<file path="config.mk">
export PLATFORM = sky130hd
export DESIGN_NAME = ex_muldiv_flat
export DESIGN_NICKNAME = d
export VERILOG_FILES = /design/src/rtl/ex_muldiv_pkg.sv /design/src/rtl/ex_muldiv_if.sv /design/src/rtl/ex_divider.sv /design/src/rtl/ex_muldiv.sv /design/src/flat_wrapper.sv
export SDC_FILE = /design/constraint.sdc
export NUM_CORES = 1
export LEC_CHECK = 0
export ABC_AREA = 1
export BUFFER_PORTS_ARGS = -buffer_cell sky130_fd_sc_hd__clkbuf_2
export CAP_MARGIN = 30
export CORE_UTILIZATION = 45
export CTS_CLUSTER_DIAMETER = 120
export CTS_CLUSTER_SIZE = 10
export DETAILED_ROUTE_END_ITERATION = 12
export REMOVE_ABC_BUFFERS = 1
export SYNTH_ARGS = -nofsm -noshare
export SYNTH_HDL_FRONTEND = slang
export SYNTH_HIERARCHICAL = 1
export SYNTH_SLANG_ARGS = --single-unit
</file>
<file path="constraint.sdc">
create_clock -name clk -period 3.26 [get_ports clk]
set_input_delay 0.652 -clock clk [delete_from_list [all_inputs] [get_ports clk]]
set_output_delay 0.652 -clock clk [all_outputs]
set_load 0.005 [all_outputs]
</file>
<file path="src/rtl/ex_muldiv_pkg.sv">
// Shared encodings for the ex_muldiv HI/LO unit: op codes, FSM states,
// iteration count and conditional two's-complement helpers.
package ex_muldiv_pkg;

    localparam logic [2:0] MULDIV_OP_MULT  = 3'd0;
    localparam logic [2:0] MULDIV_OP_MULTU = 3'd1;
    localparam logic [2:0] MULDIV_OP_DIV   = 3'd2;
    localparam logic [2:0] MULDIV_OP_DIVU  = 3'd3;
    localparam logic [2:0] MULDIV_OP_MFHI  = 3'd4;
    localparam logic [2:0] MULDIV_OP_MFLO  = 3'd5;
    localparam logic [2:0] MULDIV_OP_MTHI  = 3'd6;
    localparam logic [2:0] MULDIV_OP_MTLO  = 3'd7;

    localparam logic [1:0] MULDIV_ST_IDLE = 2'd0;
    localparam logic [1:0] MULDIV_ST_RUN  = 2'd1;
    localparam logic [1:0] MULDIV_ST_FIX  = 2'd2;

    localparam int MULDIV_ITER = 32;

    function automatic logic [31:0] neg32_if(input logic neg, input logic [31:0] v);
        return neg ? (~v + 32'd1) : v;
    endfunction

    function automatic logic [63:0] neg64_if(input logic neg, input logic [63:0] v);
        return neg ? (~v + 64'd1) : v;
    endfunction

endpackage

</file>
<file path="src/rtl/ex_muldiv_if.sv">
// Request/response bundle between the EX stage and the ex_muldiv HI/LO unit.
interface ex_muldiv_if;

    logic        start;
    logic [2:0]  op;
    logic        flush;
    logic [31:0] rsValue;
    logic [31:0] rtValue;
    logic        busy;
    logic        stall;
    logic        done;
    logic [31:0] hi;
    logic [31:0] lo;
    logic [31:0] result;

    modport master (
        output start, op, flush, rsValue, rtValue,
        input  busy, stall, done, hi, lo, result
    );

    modport slave (
        input  start, op, flush, rsValue, rtValue,
        output busy, stall, done, hi, lo, result
    );

endinterface

</file>
<file path="src/rtl/ex_divider.sv">
// Restoring shift-subtract divider datapath on unsigned magnitudes; one
// quotient bit per step. Only instantiated when MULDIV_DIV_EN is defined.
module ex_divider
    import ex_muldiv_pkg::*;
(
    input  logic        clk,
    input  logic        rst,
    input  logic        load,
    input  logic        step,
    input  logic [31:0] dividend,
    input  logic [31:0] divisor,
    output logic [31:0] quotient,
    output logic [31:0] remainder
);

    logic [31:0] rem_q, rem_d;
    logic [31:0] quo_q, quo_d;
    logic [31:0] dvsr_q, dvsr_d;
    logic [32:0] partial;
    logic [31:0] diff;
    logic        fits;

    // The dividend shifts out of quo_q MSB-first while quotient bits shift in.
    always_comb begin
        partial = {rem_q, quo_q[31]};
        fits    = partial >= {1'b0, dvsr_q};
        diff    = partial[31:0] - dvsr_q;
        rem_d   = rem_q;
        quo_d   = quo_q;
        dvsr_d  = dvsr_q;
        if (load) begin
            rem_d  = 32'd0;
            quo_d  = dividend;
            dvsr_d = divisor;
        end else if (step) begin
            rem_d = fits ? diff : partial[31:0];
            quo_d = {quo_q[30:0], fits};
        end
    end

    always_ff @(posedge clk or negedge rst) begin
        if (!rst) begin
            rem_q  <= 32'd0;
            quo_q  <= 32'd0;
            dvsr_q <= 32'd0;
        end else begin
            rem_q  <= rem_d;
            quo_q  <= quo_d;
            dvsr_q <= dvsr_d;
        end
    end

    assign quotient  = quo_q;
    assign remainder = rem_q;

endmodule

</file>
<file path="src/rtl/ex_muldiv.sv">
// Iterative HI/LO multiply/divide unit for the EX stage: FSM, sign handling,
// shift-add multiplier and HI/LO. Define MULDIV_DIV_EN to include the divider.
module ex_muldiv
    import ex_muldiv_pkg::*;
(
    input  logic       clk,
    input  logic       rst,
    ex_muldiv_if.slave bus
);

    logic [1:0]  state_q, state_d;
    logic [5:0]  cnt_q, cnt_d;
    logic [31:0] hi_q, hi_d;
    logic [31:0] lo_q, lo_d;
    logic        done_q, done_d;
    logic [31:0] mcand_q, mcand_d;
    logic [63:0] prod_q, prod_d;
    logic        sign_res_q, sign_res_d;

    logic        op_signed, sign_a, sign_b;
    logic [31:0] mag_a, mag_b;
    logic [32:0] mul_sum;

`ifdef MULDIV_DIV_EN
    logic        is_div_q, is_div_d;
    logic        sign_rem_q, sign_rem_d;
    logic        div0_q, div0_d;
    logic        div_load, div_step;
    logic [31:0] quotient, remainder;

    ex_divider u_divider (
        .clk       (clk),
        .rst       (rst),
        .load      (div_load),
        .step      (div_step),
        .dividend  (mag_a),
        .divisor   (mag_b),
        .quotient  (quotient),
        .remainder (remainder)
    );
`endif

    always_comb begin
        op_signed = (bus.op == MULDIV_OP_MULT) || (bus.op == MULDIV_OP_DIV);
        sign_a    = op_signed & bus.rsValue[31];
        sign_b    = op_signed & bus.rtValue[31];
        mag_a     = neg32_if(sign_a, bus.rsValue);
        mag_b     = neg32_if(sign_b, bus.rtValue);
        mul_sum   = {1'b0, prod_q[63:32]} + (prod_q[0] ? {1'b0, mcand_q} : 33'd0);
    end

    // NOTE: every always_comb output gets a default first so no path can infer a latch.
    always_comb begin
        state_d    = state_q;
        cnt_d      = cnt_q;
        hi_d       = hi_q;
        lo_d       = lo_q;
        done_d     = 1'b0;
        mcand_d    = mcand_q;
        prod_d     = prod_q;
        sign_res_d = sign_res_q;
`ifdef MULDIV_DIV_EN
        is_div_d   = is_div_q;
        sign_rem_d = sign_rem_q;
        div0_d     = div0_q;
        div_load   = 1'b0;
        div_step   = 1'b0;
`endif
        case (state_q)
            MULDIV_ST_IDLE: begin
                if (bus.start && !bus.flush) begin
                    case (bus.op)
                        MULDIV_OP_MULT, MULDIV_OP_MULTU: begin
                            state_d    = MULDIV_ST_RUN;
                            cnt_d      = 6'd0;
                            mcand_d    = mag_a;
                            prod_d     = {32'd0, mag_b};
                            sign_res_d = sign_a ^ sign_b;
`ifdef MULDIV_DIV_EN
                            is_div_d   = 1'b0;
`endif
                        end
                        MULDIV_OP_DIV, MULDIV_OP_DIVU: begin
`ifdef MULDIV_DIV_EN
                            state_d    = MULDIV_ST_RUN;
                            cnt_d      = 6'd0;
                            is_div_d   = 1'b1;
                            sign_res_d = sign_a ^ sign_b;
                            sign_rem_d = sign_a;
                            div0_d     = (bus.rtValue == 32'd0);
                            div_load   = 1'b1;
`else
                            done_d     = 1'b1;
`endif
                        end
                        MULDIV_OP_MTHI: hi_d = bus.rsValue;
                        MULDIV_OP_MTLO: lo_d = bus.rsValue;
                        default: ;
                    endcase
                end
            end
            MULDIV_ST_RUN: begin
                if (bus.flush) begin
                    state_d = MULDIV_ST_IDLE;
                end else begin
                    cnt_d = cnt_q + 6'd1;
                    if (cnt_q == 6'(MULDIV_ITER - 1)) state_d = MULDIV_ST_FIX;
`ifdef MULDIV_DIV_EN
                    if (is_div_q) div_step = 1'b1;
                    else          prod_d   = {mul_sum, prod_q[31:1]};
`else
                    prod_d = {mul_sum, prod_q[31:1]};
`endif
                end
            end
            MULDIV_ST_FIX: begin
                state_d = MULDIV_ST_IDLE;
                if (!bus.flush) begin
                    done_d = 1'b1;
`ifdef MULDIV_DIV_EN
                    if (is_div_q) begin
                        // Divide by zero keeps an all-ones quotient regardless of sign.
                        lo_d = div0_q ? 32'hFFFF_FFFF : neg32_if(sign_res_q, quotient);
                        hi_d = neg32_if(sign_rem_q, remainder);
                    end else begin
                        {hi_d, lo_d} = neg64_if(sign_res_q, prod_q);
                    end
`else
                    {hi_d, lo_d} = neg64_if(sign_res_q, prod_q);
`endif
                end
            end
            default: state_d = MULDIV_ST_IDLE;
        endcase
    end

    // NOTE: sequential state uses non-blocking assignments only.
    always_ff @(posedge clk or negedge rst) begin
        if (!rst) begin
            state_q    <= MULDIV_ST_IDLE;
            cnt_q      <= 6'd0;
            hi_q       <= 32'd0;
            lo_q       <= 32'd0;
            done_q     <= 1'b0;
            mcand_q    <= 32'd0;
            prod_q     <= 64'd0;
            sign_res_q <= 1'b0;
        end else begin
            state_q    <= state_d;
            cnt_q      <= cnt_d;
            hi_q       <= hi_d;
            lo_q       <= lo_d;
            done_q     <= done_d;
            mcand_q    <= mcand_d;
            prod_q     <= prod_d;
            sign_res_q <= sign_res_d;
        end
    end

`ifdef MULDIV_DIV_EN
    always_ff @(posedge clk or negedge rst) begin
        if (!rst) begin
            is_div_q   <= 1'b0;
            sign_rem_q <= 1'b0;
            div0_q     <= 1'b0;
        end else begin
            is_div_q   <= is_div_d;
            sign_rem_q <= sign_rem_d;
            div0_q     <= div0_d;
        end
    end
`endif

    assign bus.busy   = (state_q != MULDIV_ST_IDLE);
    assign bus.stall  = bus.start & bus.busy;
    assign bus.done   = done_q;
    assign bus.hi     = hi_q;
    assign bus.lo     = lo_q;
    assign bus.result = (bus.op == MULDIV_OP_MFHI) ? hi_q :
                        (bus.op == MULDIV_OP_MFLO) ? lo_q : 32'd0;

endmodule
</file>
<file path="src/flat_wrapper.sv">
// flat-port wrapper written by rule: the top's interface ports become plain ports
module ex_muldiv_flat import ex_muldiv_pkg::*;
  (clk, rst, bus_start, bus_op, bus_flush, bus_rsValue, bus_rtValue, bus_busy, bus_stall, bus_done, bus_hi, bus_lo, bus_result);
  ex_muldiv_if bus_i ();
  input  logic clk;
  input  logic rst;
  input wire logic [$bits(bus_i.start)-1:0] bus_start;
  input wire logic [$bits(bus_i.op)-1:0] bus_op;
  input wire logic [$bits(bus_i.flush)-1:0] bus_flush;
  input wire logic [$bits(bus_i.rsValue)-1:0] bus_rsValue;
  input wire logic [$bits(bus_i.rtValue)-1:0] bus_rtValue;
  output wire logic [$bits(bus_i.busy)-1:0] bus_busy;
  output wire logic [$bits(bus_i.stall)-1:0] bus_stall;
  output wire logic [$bits(bus_i.done)-1:0] bus_done;
  output wire logic [$bits(bus_i.hi)-1:0] bus_hi;
  output wire logic [$bits(bus_i.lo)-1:0] bus_lo;
  output wire logic [$bits(bus_i.result)-1:0] bus_result;
  assign bus_i.start = bus_start;
  assign bus_i.op = bus_op;
  assign bus_i.flush = bus_flush;
  assign bus_i.rsValue = bus_rsValue;
  assign bus_i.rtValue = bus_rtValue;
  assign bus_busy = bus_i.busy;
  assign bus_stall = bus_i.stall;
  assign bus_done = bus_i.done;
  assign bus_hi = bus_i.hi;
  assign bus_lo = bus_i.lo;
  assign bus_result = bus_i.result;
  ex_muldiv u_core (.clk(clk), .rst(rst), .bus(bus_i));
endmodule
</file>
==> impl_metrics.yaml <==
run_status:
  outcome: "complete, but fails checks"
  violations: "design-rule violations"
route:
  vias: 15800
  drc: 1
  ant_nets: 0
  routedWlPerCell_um: 19.6
  dr.pass1.iters: 10
  drt-vias-per-instance: 5.59
  drt_first_iter_violations: 1509
  wirelength_um: 55600
worst_setup_path:
  crit_top_cell: "nand2_1"
  critPathArrivalTime_ps: 3090
  r2r_slack_ps: 520
  critPathRequiredTime_ps: 3600
  path_class: "flip-flop to flip-flop"
  cp_slowest_cell: "dfrtp_2"
  crit_family: "simple AND/OR/NAND/NOR gates"
  max_stage_delay_ps: 600
  cp-start-kind: "flip-flop"
  critPathBufInv: 2
  cp_max_fo: 17
  end_kind: "flip-flop"
  crit_path_cell_trace: "nand2_1, inv_1, ha_1, inv_1, fa_1, o21ai_0, nand2_1, nand2_1, nand2_1, nand2_1, nand2_1, nand2_1, nand2_1, nand3_1, nand2_1"
cts:
  cts_tree: "yes"
  cts_setup_buffers: 0
  clockBufferDepth: 2
  htreeDepth: 4
  numCtsBuffers: 17
  root_buffer: "clkbuf_16"
  holdBufCountCts: 0
  clock_latency_ps: 450
  cts_sinks: 170
  path_clk_slew_ps: 70
synth:
  synth_edf_count: 0
  synthFlopType: "dfrtp_1"
  ys_types: 44
  synth-async-reset-ratio_pct: 100
  yosysWarnings: 6
  syn_inst: 2288
  synth_seq_cells: 170
  netlist_area_um2: 14000
  synth.avg_cell_area_um2: 6.10
  ys_seq_area_share_pct: 30.5
timing:
  holdWs_ps: 277
  worst-slew-pin-transition_ps: 861
  period_needed_ps: 2740
  timing.fmax_mhz: 364
  maxSlewHeadroom_pct: 42.5
  setup_tns_ps: 0
  layout_setup_ws_ps: 515
  setup_viol: 0
  rsz0062_at_grt: "false"
  finClkSkew_ps: 9.31
  hold_viol: 0
  maxSlewViolCount: 0
  fin_crit_sh_pct: 84.2
flow_run:
  cap_violations: 0
place:
  place_ws_ps: 350
  routabilityCongestion: 1.00
  postPlaceCellArea_um2: 15200
  portBuffers: 169
  dpl.hpwl_um: 43700
floorplanning:
  io_pins: 170
  die_y_um: 178
  core_area_um2: 30500
  die_width_um: 178
  num_rows: 64
  start_util_pct: 45.7
  dieArea_um2: 31700
layout:
  area_delta_synth_final_pct: 13.5
  antenna_cells: 0
  stdcell_area_um2: 15800
  nNetsFinal: 2535
  drive_gt1_share_pct: 10.8
power_and_ir_drop:
  leakage_nw: 8.22
  power.density_nw_per_um2: 580
  ir_drop_mv: 0.440
  finalPower_mw: 9.18
global_routing:
  grt_pass1_wl_um: 83300
  antenna_found_initial: 0
  track_usage_pct: 35.2
  grt_max_degree: 77
  grt_pass1_vias: 14400
  overflow: 0
hold_path:
  holdCritPathClass: "input pin to asynchronous set/reset pin"
-- cell type report --
| class | count | area [um^2] |
|---|---|---|
| sequential | 170 | 4260 |
| inverter | 327 | 1230 |
| clock buffer | 21 | 450 |
| multi-input combinational | 1717 | 8160 |
| clock inverter | 10 | 144 |
| timing repair buffer | 194 | 1100 |
| fill | 3197 | 14700 |
| tap | 396 | 495 |
-- flip-flops by register name, indices dropped and copies added (netlist names) --
name               cells
u_core/cnt_q           6
u_core/mcand_q        32
u_core/prod_q         64
u_core/bus.done        1
u_core/sign_res_q      1
u_core/bus.lo         32
u_core/bus.hi         32
u_core/state_q         2
-- through the flow --
| stage | util (%) | std cells |
|---|---|---|
| floorplan | - | 2214 |
| global placement | 49.9 | 2803 |
| detailed placement | 49.9 | 2804 |
| CTS | 51.9 | 2835 |
| global route | 51.9 | 2835 |
| finish | 51.9 | 2835 |
-- logic make-up after synthesis --
family	count (synthesis)	synth area share [%]
AOI/OAI and AO/OA	405	16.3
adders and majority gates	37	3.37
and+or+nand+nor	1253	37.4
buffers and inverters	401	11.1
DFF	170	30.5
xor gates and xnor gates	22	1.38
-- power breakdown --
group	switching, mW	internal [mW]	total [mW]	leakage (nW)
Sequential	0.729	2.63	3.36	2.06
Combinational	2.39	1.27	3.66	5.88
Clock	0.927	1.23	2.15	0.280
-- worst paths after layout --
path / startpoint / to / cells after the start
max: u_core/prod_q[0]$_DFFE_PN0P_ / u_core/prod_q[61]$_DFFE_PN0P_ / 15
min: rst / u_core/mcand_q[25]$_DFFE_PN0P_ / 1
max reg2reg: u_core/prod_q[0]$_DFFE_PN0P_ / u_core/prod_q[61]$_DFFE_PN0P_ / 15
min reg2reg: u_core/mcand_q[22]$_DFFE_PN0P_ / u_core/mcand_q[22]$_DFFE_PN0P_ / 2
max in group asynchronous: rst / u_core/prod_q[9]$_DFFE_PN0P_ / 2
min in group clk: u_core/mcand_q[22]$_DFFE_PN0P_ / u_core/mcand_q[22]$_DFFE_PN0P_ / 2
-- placed cells by master (no fill, tap or decap), types with 14 or more instances in the layout --
master / count
clkbuf_2: 168
ha_1: 36
a21oi_1: 135
nand2_1: 600
nor2_1: 349
o22ai_1: 37
buf_4: 20
nand3_1: 213
nor3_1: 26
nand3b_1: 15
nand4_1: 25
o21ai_1: 14
xor2_1: 18
dfrtp_1: 168
clkbuf_16: 17
a22oi_1: 31
o21ai_0: 144
inv_1: 317
-- cell usage after synthesis (2+ instances only) --
master / instances / share of area, %
nor2_4: 5 / 0.40
inv_1: 317 / 8.5
nand3b_1: 15 / 0.81
nand2_2: 4 / 0.18
o22ai_1: 37 / 1.7
nor2_2: 6 / 0.27
nand3_1: 213 / 7.6
inv_2: 10 / 0.27
ha_1: 36 / 3.2
dfrtp_1: 170 / 30
xnor2_1: 4 / 0.25
o21ai_1: 14 / 0.50
nand2_1: 600 / 16
buf_2: 34 / 1.2
nor4_1: 2 / 0.090
or2_2: 5 / 0.22
a21boi_0: 4 / 0.22
buf_1: 8 / 0.22
nand4_1: 25 / 1.1
o21bai_1: 3 / 0.16
a22oi_1: 31 / 1.7
nor3_1: 26 / 0.93
o211ai_1: 6 / 0.32
o21ai_2: 6 / 0.38
clkbuf_1: 32 / 0.86
o21ai_0: 144 / 5.2
xor2_1: 18 / 1.1
nor2_1: 349 / 9.4
o31ai_1: 4 / 0.22
a21oi_1: 135 / 4.8
a31oi_1: 12 / 0.54
-- repair_timing --
item                                    4_1_cts  5_1_grt
resized for setup                             0        1
endpoints found under the setup margin        0        3
hold endpoints to repair                      0        0
-- per-layer routing --
metal | global-route usage [%] | share of wire (%) | vias to the layer above
met5 | 0 | 0 | -
met4 | 14.0 | 3.6 | 0
met3 | 4.43 | 6.7 | 109
met2 | 57.2 | 46 | 645
met1 | 47.4 | 44 | 7403
li1 | - | - | 7691
Note: power is estimated with default switching activity, not from simulation.
